**src/rtl/bcd_disp_pkg.sv**
```systemverilog
// Shared constants and helpers for the BCD/hex counter display: segment glyphs,
// digit maximum and prescaler width.
package bcd_disp_pkg;

    localparam logic [6:0] SEG_BLANK = 7'h7F;
    localparam logic [6:0] SEG_ZERO  = 7'h40;

    // Active-low gfedcba glyphs for 0..F.
    localparam logic [6:0] SEG_LUT [16] = '{
        7'h40, 7'h79, 7'h24, 7'h30, 7'h19, 7'h12, 7'h02, 7'h78,
        7'h00, 7'h18, 7'h08, 7'h03, 7'h46, 7'h21, 7'h06, 7'h0E
    };

    function automatic logic [3:0] digit_max(input logic bcd_mode);
        return bcd_mode ? 4'd9 : 4'd15;
    endfunction

    // Prescaler counter width for a given divide ratio; never narrower than 1 bit.
    function automatic int pre_width(input int div);
        int w;
        w = $clog2(div);
        return (w < 1) ? 1 : w;
    endfunction

endpackage

```
**src/rtl/bcd_counter_display_seg7_decode.sv**
```systemverilog
// Combinational nibble to seven-segment decoder with a blank override.
module seg7_decode
    import bcd_disp_pkg::*;
(
    input  logic [3:0] digit,
    input  logic       blank,
    output logic [6:0] seg
);

    always_comb begin
        seg = blank ? SEG_BLANK : SEG_LUT[digit];
    end

endmodule

```
**src/rtl/bcd_counter_display.sv**
```systemverilog
// N-digit prescaled BCD/hex up-counter with registered, optionally
// leading-zero-blanked seven-segment outputs.
module bcd_counter_display
    import bcd_disp_pkg::*;
#(
    parameter int NUM_DIGITS = 4,
    parameter int TICK_DIV   = 50000000,
    parameter int BCD_MODE   = 1
) (
    input  logic                    CLOCK_50,
    input  logic                    RESETN,
    input  logic                    EN,
    input  logic                    CLR,
    input  logic                    LOAD,
    input  logic [4*NUM_DIGITS-1:0] LOAD_VAL,
    input  logic                    BLANK_LZ,
    output logic [4*NUM_DIGITS-1:0] VALUE,
    output logic                    WRAP,
    output logic [7*NUM_DIGITS-1:0] HEX
);

    localparam int               W        = 4 * NUM_DIGITS;
    localparam int               PRE_W    = pre_width(TICK_DIV);
    localparam logic [3:0]       DMAX     = digit_max(BCD_MODE != 0);
    localparam logic [PRE_W-1:0] PRE_LAST = PRE_W'(TICK_DIV - 1);

    logic [PRE_W-1:0]      pre;
    logic                  tick;
    logic [W-1:0]          next_value;
    logic                  carry;
    logic                  all_max;
    logic [W-1:0]          load_clamped;
    logic [NUM_DIGITS:0]   zero_above;
    logic [NUM_DIGITS-1:0] blank;
    logic [7*NUM_DIGITS-1:0] seg_next;

    assign tick = EN && (pre == PRE_LAST);

    // Ripple increment: each digit advances only while every lower digit rolls over.
    always_comb begin
        carry      = 1'b1;
        next_value = VALUE;
        for (int i = 0; i < NUM_DIGITS; i++) begin
            if (carry) begin
                if (VALUE[4*i +: 4] == DMAX) begin
                    next_value[4*i +: 4] = 4'd0;
                end else begin
                    next_value[4*i +: 4] = VALUE[4*i +: 4] + 4'd1;
                    carry                = 1'b0;
                end
            end
        end
        all_max = carry;
    end

    always_comb begin
        load_clamped = LOAD_VAL;
        for (int i = 0; i < NUM_DIGITS; i++) begin
            if ((BCD_MODE != 0) && (LOAD_VAL[4*i +: 4] > 4'd9)) begin
                load_clamped[4*i +: 4] = 4'd9;
            end
        end
    end

    always_ff @(posedge CLOCK_50 or negedge RESETN) begin
        if (!RESETN) begin
            VALUE <= '0;
            pre   <= '0;
            WRAP  <= 1'b0;
        end else if (CLR) begin
            VALUE <= '0;
            pre   <= '0;
            WRAP  <= 1'b0;
        end else if (LOAD) begin
            VALUE <= load_clamped;
            pre   <= '0;
            WRAP  <= 1'b0;
        end else begin
            WRAP <= tick && all_max;
            if (EN) begin
                pre <= tick ? '0 : pre + PRE_W'(1);
            end
            if (tick) begin
                VALUE <= next_value;
            end
        end
    end

    // A digit above 0 blanks when it and everything above it are zero.
    always_comb begin
        zero_above[NUM_DIGITS] = 1'b1;
        blank                  = '0;
        for (int i = NUM_DIGITS - 1; i >= 0; i--) begin
            zero_above[i] = zero_above[i+1] && (VALUE[4*i +: 4] == 4'd0);
            if (i > 0) begin
                blank[i] = BLANK_LZ && zero_above[i];
            end
        end
    end

    for (genvar g = 0; g < NUM_DIGITS; g++) begin : g_seg
        seg7_decode u_dec (
            .digit (VALUE[4*g +: 4]),
            .blank (blank[g]),
            .seg   (seg_next[7*g +: 7])
        );
    end

    always_ff @(posedge CLOCK_50 or negedge RESETN) begin
        if (!RESETN) begin
            HEX <= {NUM_DIGITS{SEG_ZERO}};
        end else begin
            HEX <= seg_next;
        end
    end

endmodule

```
**config.mk**
```make
export PLATFORM = sky130hd
export DESIGN_NAME = bcd_counter_display
export DESIGN_NICKNAME = d
export VERILOG_FILES = /design/src/rtl/bcd_disp_pkg.sv /design/src/rtl/bcd_counter_display_seg7_decode.sv /design/src/rtl/bcd_counter_display.sv
export SDC_FILE = /design/constraint.sdc
export NUM_CORES = 1
export LEC_CHECK = 0
export CORE_MARGIN = 1
export CORE_UTILIZATION = 51
export DETAILED_ROUTE_END_ITERATION = 10
export PLACE_DENSITY = 0.76
export RECOVER_POWER = 25
export SETUP_SLACK_MARGIN = 0.15
export SYNTH_ARGS = -nofsm -noshare
export SYNTH_HDL_FRONTEND = slang
export SYNTH_HIERARCHICAL = 1
export SYNTH_SLANG_ARGS = --single-unit
```
**constraint.sdc**
```tcl
create_clock -name CLOCK_50 -period 3.4 [get_ports CLOCK_50]
set_input_delay 0.85 -clock CLOCK_50 [delete_from_list [all_inputs] [get_ports CLOCK_50]]
set_output_delay 0.85 -clock CLOCK_50 [all_outputs]
set_load 0.02 [all_outputs]
```
==> run_summary.xml <==
<?xml version="1.0" encoding="UTF-8"?>
<metrics>
  <group name="status">
    <metric name="run_status" unit="">finished with violations</metric>
    <metric name="violations" unit="">capacitance limit, slew limit</metric>
  </group>
  <group name="min_path">
    <metric name="endpoint_worst_hold" unit="">pre[15]$_DFFE_PN0P_</metric>
    <metric name="hp-start" unit="">pre[15]$_DFFE_PN0P_</metric>
    <metric name="hp-class" unit="">reg -&gt; reg</metric>
    <metric name="hold_path_cells" unit="">2</metric>
  </group>
  <group name="detailed_routing">
    <metric name="drt_wl_total" unit="um">10500</metric>
    <metric name="antenna_left" unit="">0</metric>
    <metric name="routed-via-count" unit="">3980</metric>
    <metric name="detail_route.vias_per_cell" unit="">5.80</metric>
    <metric name="detail_route.iter0.violations" unit="">137</metric>
    <metric name="avgRoutedWirePerCell" unit="um">15.3</metric>
    <metric name="drt_drc" unit="">0</metric>
    <metric name="first_pass_iters" unit="">5</metric>
  </group>
  <group name="critical_path">
    <metric name="path_class" unit="">in -&gt; reg</metric>
    <metric name="rrSetupSlack" unit="ps">590</metric>
    <metric name="start_kind" unit="">input pin</metric>
    <metric name="critPathMaxFanout" unit="">8</metric>
    <metric name="arr_time_crit_path" unit="ps">3120</metric>
    <metric name="r2r_start" unit="">pre[18]$_DFFE_PN0P_</metric>
    <metric name="crit_path_end_kind" unit="">register</metric>
    <metric name="worst_ep_required_time" unit="ps">3630</metric>
    <metric name="worst_r2r_path_depth" unit="">5</metric>
    <metric name="r2r-end" unit="">VALUE[9]$_DFFE_PN0P_</metric>
  </group>
  <group name="die">
    <metric name="initial_utilization" unit="%">52.9</metric>
    <metric name="dieArea" unit="um^2">9470</metric>
    <metric name="fp.dieH" unit="um">97.3</metric>
    <metric name="floorplan.die.width" unit="um">97.3</metric>
    <metric name="ios" unit="">67</metric>
    <metric name="core-area" unit="um^2">8760</metric>
    <metric name="std_cell_rows" unit="">34</metric>
  </group>
  <group name="synthesis">
    <metric name="postSynthAreaPerCell" unit="um^2">9.23</metric>
    <metric name="synthesis.yosys.warnings" unit="">6</metric>
    <metric name="ys_seq_elements" unit="">71</metric>
    <metric name="netlist_area" unit="um^2">4630</metric>
    <metric name="synth_cell_type_count" unit="">69</metric>
    <metric name="synth_sequential_area_ratio" unit="%">38.5</metric>
    <metric name="synth_edf_count" unit="">0</metric>
    <metric name="ys_async_sr_fraction" unit="%">100</metric>
    <metric name="synth-main-ff-cell" unit="">sky130_fd_sc_hd__dfrtp_1</metric>
    <metric name="synthesis.instances" unit="">502</metric>
  </group>
  <group name="clocking">
    <metric name="cts.sinks" unit="">71</metric>
    <metric name="post_cts_resized" unit="">0</metric>
    <metric name="postcts_setup_bufs" unit="">0</metric>
    <metric name="clk_pin_slew_worst_paths" unit="ps">70</metric>
    <metric name="root_buffer" unit="">sky130_fd_sc_hd__clkbuf_8</metric>
    <metric name="clkLatencyLatePin" unit="ps">360</metric>
    <metric name="number_of_buffers_created_by_cts" unit="">9</metric>
    <metric name="cts_tree" unit="">built</metric>
    <metric name="cts_max_path_buffers" unit="">2</metric>
    <metric name="ctsHoldBuffers" unit="">0</metric>
    <metric name="cts.htree.levels" unit="">3</metric>
  </group>
  <group name="sta">
    <metric name="number_of_failing_setup_endpoints_in_the_final_timing_report" unit="">0</metric>
    <metric name="final.setup.tns" unit="ps">0</metric>
    <metric name="final.setup_skew" unit="ps">13.4</metric>
    <metric name="final.setup.worst_slack" unit="ps">512</metric>
    <metric name="min_period" unit="ps">2890</metric>
    <metric name="rsz_0062_raised_after_global_routing" unit="">false</metric>
    <metric name="drv_slew" unit="">30</metric>
    <metric name="fmaxAchievable" unit="GHz">0.346</metric>
    <metric name="worst-slew-pin-transition" unit="ps">1720</metric>
    <metric name="timing_hold_violations_final" unit="">0</metric>
    <metric name="worst_hold_slack" unit="ps">547</metric>
    <metric name="slew_margin_rel" unit="%">-15.0</metric>
    <metric name="final_min_period_over_clock_period" unit="%">84.9</metric>
  </group>
  <group name="flow_run">
    <metric name="max-cap-violations" unit="">1</metric>
  </group>
  <group name="cells_and_area">
    <metric name="instances_no_fill" unit="">686</metric>
    <metric name="final_layout_size_suffix_gt1_share" unit="%">7.96</metric>
    <metric name="finalInstanceArea" unit="um^2">5650</metric>
    <metric name="antenna_cells" unit="">0</metric>
    <metric name="final_core_util" unit="%">64.5</metric>
    <metric name="mostFrequentLayoutCell" unit="">sky130_fd_sc_hd__dfrtp_1</metric>
    <metric name="flow.area_growth_from_synthesis" unit="%">22.0</metric>
    <metric name="filler_cell_count" unit="">749</metric>
    <metric name="layout.cells.most_common_list" unit="">sky130_fd_sc_hd__dfrtp_1 (67), sky130_fd_sc_hd__clkdlybuf4s50_1 (65), sky130_fd_sc_hd__nand2_1 (47)</metric>
    <metric name="nets" unit="">632</metric>
  </group>
  <group name="placed_design">
    <metric name="preCtsSetupSlack" unit="ps">185</metric>
    <metric name="gpl.final_weighted_congestion" unit="">0.823</metric>
    <metric name="dpl.hpwl" unit="um">7520</metric>
    <metric name="place_area" unit="um^2">5400</metric>
    <metric name="post-place-cells" unit="">670</metric>
    <metric name="io_buffer_count" unit="">66</metric>
  </group>
  <group name="pwr">
    <metric name="fin_total_pwr" unit="mW">2.30</metric>
    <metric name="power_leakage" unit="nW">2.37</metric>
    <metric name="maximum_resistive_drop_on_vdd" unit="mV">0.216</metric>
    <metric name="pwr_density_cell" unit="nW/um^2">408</metric>
  </group>
  <group name="global_routing">
    <metric name="grt_pass1_vias" unit="">3897</metric>
    <metric name="grt_overflow_total" unit="">0</metric>
    <metric name="largest_net_degree_at_the_start_of_global_routing" unit="">43</metric>
    <metric name="global_route_total_usage_across_every_layer" unit="%">23.5</metric>
    <metric name="antenna_found_initial" unit="">0</metric>
    <metric name="first_pass_grt_wire_length" unit="um">18200</metric>
  </group>
</metrics>
==> worst max path at each step <==
stage	depth (start not counted)	from	slack, ps	end
after floorplan	6	pre[18]$_DFFE_PN0P_	870	VALUE[0]$_DFFE_PN0P_
after global placement	6	EN	260	VALUE[0]$_DFFE_PN0P_
after detailed placement	6	EN	190	VALUE[0]$_DFFE_PN0P_
after CTS	6	EN	560	VALUE[9]$_DFFE_PN0P_
after global routing	6	EN	450	VALUE[9]$_DFFE_PN0P_
final	6	EN	510	VALUE[9]$_DFFE_PN0P_
==> synthesized netlist by cell type, drive strengths merged (5+ instances only) <==
master,instances,area share (%)
xnor2,13,2.5
a21o,5,0.81
nand3b,7,1.1
a31oi,11,1.5
inv,31,2.5
a211o,9,1.7
nand2,47,3.8
nor3b,6,0.97
xor2,7,1.3
a211oi,5,0.81
mux2i,7,1.5
a21oi,29,3.1
ha,37,10
nor3,16,1.8
nand4,12,1.6
nor2,34,3.0
buf,12,2.2
o211ai,6,0.97
mux2,5,1.4
nand3,14,1.8
dfrtp,67,36
or3,8,1.2
o21ai,31,3.3
nor2b,9,1.2
or4,6,0.97
clkbuf,10,0.81
==> registers in the layout (all words and copies together), names as in the netlist <==
| name | cells |
|---|---|
| HEX | 28 |
| VALUE | 16 |
| WRAP | 1 |
| pre | 26 |
==> cell type report <==
cell class,instances,area (um^2),area share [%]
Tap cell,108,135,2.39
Inverter,32,120,2.13
Clock buffer,11,151,2.68
Sequential cell,71,1780,31.5
Multi-Input combinational cell,383,2620,46.3
Timing Repair Buffer,76,742,13.1
Clock inverter,5,104,1.84
==> per-layer routing <==
layer  vias to the layer above  track usage [%]  share of wire, %
li1                       1932                -                 -
met4                         0             10.7               2.2
met1                      1952             29.5                43
met3                        21             3.74               3.2
met2                        75             40.0                52
met5                         -                0                 0
==> power by group <==
part	leakage, nW	total (mW)	internal, mW	switching, mW
Clock	0.130	0.861	0.528	0.333
Combinational	1.31	0.475	0.231	0.244
Sequential	0.925	0.968	0.904	0.0642
==> logic make-up after synthesis <==
| family | after synthesis | share of synthesized area [%] |
|---|---|---|
| AND/OR/NAND/NOR | 186 | 22.2 |
| AO/OA/AOI/OAI | 121 | 17.0 |
| flip-flops | 71 | 38.5 |
| buffers and inverters | 54 | 5.56 |
| adder cells (fa/ha/maj) | 37 | 9.99 |
| XOR/XNOR | 20 | 3.78 |
| multiplexers | 12 | 2.89 |
| other | 1 | 0.0809 |
==> worst max-delay path: stages <==
cell and delay, ps:
sky130_fd_sc_hd__clkdlybuf4s50_1 510, sky130_fd_sc_hd__nand3b_1 90, sky130_fd_sc_hd__or4_1 670, sky130_fd_sc_hd__nor3_2 510, sky130_fd_sc_hd__a21oi_1 140, sky130_fd_sc_hd__o311a_1 360
(Power assumes the default switching activity.)
